==> src/rtl/shift_detection.sv <==
`default_nettype none
// ============================================================================
// Module   : shift_detection
// Purpose  : Serial pattern detector with registered, overlapping detect flag.
//            Define SHIFT_DETECTION_COUNT_EN to add a saturating match counter.
// Revision : 1.0 - initial release
// ============================================================================
module shift_detection #(
  parameter int                 PAT_LEN = 4,
  parameter logic [PAT_LEN-1:0] PATTERN = 4'b0110
) (
  input  logic        clk,
  input  logic        rst_n,
  input  logic        din,
  output logic        dout
`ifdef SHIFT_DETECTION_COUNT_EN
  ,
  output logic [15:0] match_cnt
`endif
);

  localparam int                  c_fill_w    = $clog2(PAT_LEN + 1);
  localparam logic [c_fill_w-1:0] c_fill_full = c_fill_w'(PAT_LEN);

  generate
    if ((PAT_LEN < 2) || (PAT_LEN > 32)) begin : g_bad_pat_len
      $error("shift_detection: PAT_LEN must be within 2..32");
    end
  endgenerate

  logic [PAT_LEN-1:0]  r_hist;
  logic [c_fill_w-1:0] r_fill;
  logic                r_dout;
  logic                w_match;

  // The fill guard keeps reset-zero history bits from completing a match.
  assign w_match = (r_hist == PATTERN) && (r_fill == c_fill_full);

  always_ff @(posedge clk or negedge rst_n) begin
    if (!rst_n) begin
      r_hist <= '0;
      r_fill <= '0;
      r_dout <= 1'b0;
    end else begin
      r_hist <= {r_hist[PAT_LEN-2:0], din};
      if (r_fill != c_fill_full) begin
        r_fill <= r_fill + c_fill_w'(1);
      end
      r_dout <= w_match;
    end
  end

  assign dout = r_dout;

`ifdef SHIFT_DETECTION_COUNT_EN
  logic [15:0] r_cnt;

  always_ff @(posedge clk or negedge rst_n) begin
    if (!rst_n) begin
      r_cnt <= 16'h0000;
    end else if (w_match && (r_cnt != 16'hFFFF)) begin
      r_cnt <= r_cnt + 16'd1;
    end
  end

  assign match_cnt = r_cnt;
`endif

endmodule
`default_nettype wire

==> config.mk <==
export PLATFORM = sky130hd
export DESIGN_NAME = shift_detection
export DESIGN_NICKNAME = d
export VERILOG_FILES = /design/src/rtl/shift_detection.sv
export SDC_FILE = /design/constraint.sdc
export NUM_CORES = 1
export LEC_CHECK = 0
export CAP_MARGIN = 20
export CELL_PAD_IN_SITES_DETAIL_PLACEMENT = 0
export CELL_PAD_IN_SITES_GLOBAL_PLACEMENT = 1
export CORE_AREA = 2 2 39 41
export CTS_CLUSTER_SIZE = 24
export DETAILED_ROUTE_END_ITERATION = 10
export DIE_AREA = 0 0 41 43
export GPL_TIMING_DRIVEN = 0
export PLACE_DENSITY = 0.41
export SLEW_MARGIN = 20
export SYNTH_ARGS = -nofsm -noshare
export SYNTH_HDL_FRONTEND = slang
export SYNTH_SLANG_ARGS = --single-unit
==> constraint.sdc <==
create_clock -name clk -period 1.3 [get_ports clk]
set_input_delay 0.325 -clock clk [delete_from_list [all_inputs] [get_ports clk]]
set_output_delay 0.325 -clock clk [all_outputs]
set_load 0.02 [all_outputs]
After elaboration in Yosys (flattened, before gate mapping)
Index checks and enable logic that the tools add are counted.
{"block": "totals", "ff_bits": 8, "input_bits": 3, "out_inout_bits": 1}
{"block": "op_classes", "n_addsub": 1, "eq_ne": 3, "reduce_logical": 1}
{"op": "$eq 4x3->1 const B", "n": 1}
{"op": "$add 3x1->3 const B", "n": 1}
{"op": "$eq 3x3->1 const B", "n": 1}
{"op": "$ne 3x3->1 const B", "n": 1}
{"op": "$logic_and 1x1->1", "n": 1}

Longest topological paths before layout
{"block": "depth", "ltp_word": 2, "depth_mapped": 4, "mapped_depth_nobuf": 4}

Worst setup path before layout
Ideal clock, no wire load.
{"block": "synth_path", "path_type": "register -> register", "startpoint": "reg r_fill[0]", "endpoint": "reg r_fill[1]", "setup_time_ps": 125, "arrival_time_ps": 970, "slack_ps": 205, "path_stages_with_launch": 5, "synth_period_minus_slack_ps": 1095, "path_cell_list": "dfrtp_1 inv_1 ha_1 nand2_2 mux2_4"}
{"block": "synth_between", "elab_chain_len": 1, "word_cells_on_any_way": 2}
{"element": "start, declared", "line_no": "32", "source": "logic [c_fill_w-1:0] r_fill;"}
{"element": "start signal, assigned", "line_no": "47", "source": "r_fill <= r_fill + c_fill_w'(1);"}
{"element": "$add 3x1->3 or $ne 3x3->1 (tied branches)", "line_no": "47, 46"}
Several ways; a longest one is shown, not always the timed one.
A chain may end at the register's enable or synchronous reset.

Worst setup path after layout
{"block": "layout_path", "startpoint": "reg r_dout (netlist: dout)", "endpoint": "out dout"}
{"element": "start, declared", "line_no": "33", "source": "logic r_dout;"}
{"element": "start signal, assigned", "line_no": "49", "source": "r_dout <= w_match;"}
{"element": "end, declared", "line_no": "15", "source": "output logic dout"}
No word-level cell between the ends.

==> results.ini <==
[setup_path]
path_cells = dlygate4sd2_1
crit_slowest_cell = dfrtp_1
worstSetupPathType = reg -> out
reg2reg_slack_ns = 0.15
startpoint_type = flip-flop
path_max_fanout = 1
cp_num_buf_inv = 1
required_ns = 0.98
critPathArrivalTime_ns = 0.92
max_stage_delay_ns = 0.35
cp_top_family = flip-flops
setup.worst_path.end_class = output pin

[final_layout]
fill_cells = 133
finalCoreUtilization = 0.263
areaGrowthSynthToFinish_pct = 24.4
layout-drive-gt1-share = 0.192
fin_nets = 33
diodes = 0

[synth]
yosysUniqueCellTypes = 10
seq_area_frac_synth = 0.684
yosysWarnings = 0
synthCells = 20
syn-cell-area_um2 = 293
synth_seq_cells = 8
syn-num-nets = 25
avgSynthCellArea_um2 = 14.6

[power_and_ir_drop]
p_seq_frac = 0.562
p_leak_nw = 0.172
ir_worst_vdd_uv = 406
power-per-cell-area_nw_per_um2 = 1270
switching_share = 0.199
total_switching_power_w = 0.0000919
clkPwrFrac = 0.407
internal_power_w = 0.000369
power_frac_comb = 0.030

[global_routing]
grt_pass1_vias = 174
grt_start_max_net_pins = 9
antenna_found_initial = 0
overflow = 0
grt_pass1_wl_um = 786
track_usage = 0.0792

[flow_run]
maxCapViolCount = 0

[drt]
dr.pass1.iters = 2
route.antenna.remaining_nets = 0
vias = 158
viasPerCell = 3.76
post-route-drc-count = 0
first_iter_violations = 1
wirelength_um = 407
wl_per_cell_um = 9.69

[timing]
relSlewSlack = 0.763
finalCriticalPeriod_ns = 1.25
rsz0062_at_grt = false
maxSlewViolCount = 0
fin_crit_sh = 0.960
finalSetupTns_ns = 0
setup_viol = 0
fmax_mhz = 802
skew_ns = 0.00530
finalHoldViolCount = 0
tightest_slew_ns = 0.354

[clocking]
clkSlewWorstSetupHoldPaths_ns = 0.05
cts_setup_buffers = 0
cts_max_level = 1
cts_sinks = 8
cts_buffer_depth = 2
cts_buffers = 3
ctsRootBufferMaster = clkbuf_4
cts_tree = done
clock_latency_ns = 0.26

[placement]
io_buffers = 3
gp_congestion = 0.553
dp_hpwl_um = 293

[die]
core-area_um2 = 1380
dieArea_um2 = 1760
initial_core_util = 0.212
die_height_um = 43
die_w_um = 41
io_pins = 4
num_rows = 14

[min_path]
worstHoldPathType = in -> async

[status]
status = finished clean

[through the flow]
stage	power (W)	hold slack, ns	cell area (um^2)	std cells	worst slack (ns)
2_1_floorplan	0.000265	0.0294	293	20	0.205
3_3_place_gp	0.000278	0.356	343	39	0.0722
3_5_place_dp	0.000279	0.362	343	39	0.0718
4_1_cts	0.000471	0.357	364	42	0.0411
5_1_grt	0.000488	0.376	364	42	0.0279
6_report	0.000461	0.341	364	42	0.0526
[cell type report]
type / count / area, um^2 / area share
clock buffer: 3 / 22.5 / 0.0619
inverter: 2 / 7.51 / 0.0206
multi-input combinational: 10 / 85.1 / 0.234
sequential: 8 / 200 / 0.550
tap: 16 / 20.0 / 0.0550
timing repair buffer: 3 / 28.8 / 0.0790
[power by group through the flow]
stage | sequential (W) | clock (W) | combinational [W]
after global placement | 0.000263 | 0 | 0.0000151
after global routing | 0.000260 | 0.000211 | 0.0000161
after CTS | 0.000259 | 0.000197 | 0.0000148
after floorplan | 0.000264 | 0 | 0.00000167
after detailed placement | 0.000263 | 0 | 0.0000153
final | 0.000259 | 0.000188 | 0.0000140
[final timing paths]
path                           start   endpoint  depth (start not counted)
setup / recovery                dout       dout                          1
hold / removal                 rst_n  r_fill[2]                          1
setup reg to reg           r_fill[0]  r_fill[1]                          4
hold reg to reg            r_hist[0]  r_hist[1]                          0
max in group asynchronous      rst_n  r_hist[3]                          1
min in group clk           r_hist[0]  r_hist[1]                          0
[cells by family (layout without fill, tap and decap cells)]
logic type / after synthesis / in the layout / synth area share
AOI/OAI and AO/OA: 1 / 1 / 0.0171
xor gates and xnor gates: 1 / 1 / 0.0299
adders and majority gates: 2 / 2 / 0.0855
buffers and inverters: 2 / 8 / 0.0257
DFF: 8 / 8 / 0.684
muxes: 1 / 1 / 0.0513
and+or+nand+nor: 5 / 5 / 0.107
[per-layer routing]
metal | global-route usage | wire [um] | share of wire
met2 | 0.0844 | 154 | 0.38
met4 | 0.120 | 31 | 0.076
met5 | 0 | 0 | 0
met3 | 0.0471 | 39 | 0.096
met1 | 0.0800 | 180 | 0.44
[synth_stat cells]
library cell	n	share of area
mux2_4	1	0.051
nor2_1	2	0.026
dfrtp_1	8	0.68
a21oi_1	1	0.017
inv_1	2	0.026
nand4bb_1	1	0.038
xnor2_1	1	0.030
ha_1	2	0.085
nand2_2	1	0.021
nor2b_1	1	0.021
[cell usage in the layout, fill, tap and decap left out]
cell,n
clkbuf_4,3
nand4bb_1,1
nor2_1,2
a21oi_1,1
ha_1,2
inv_1,2
xnor2_1,1
nand2_2,1
dlygate4sd2_1,1
mux2_4,1
dfrtp_1,8
clkdlybuf4s50_1,2
nor2b_1,1
[repair_timing]
action / 4_1_cts / 5_1_grt
resized for setup: 1 / 0
setup endpoints to repair: 1 / 0
hold buffers: 0 / 0
[registers in the layout, summed over array words and instances, names as in the netlist]
register,flops
r_fill,3
r_hist,4
dout,1
Power figures use the tool's default switching activity.
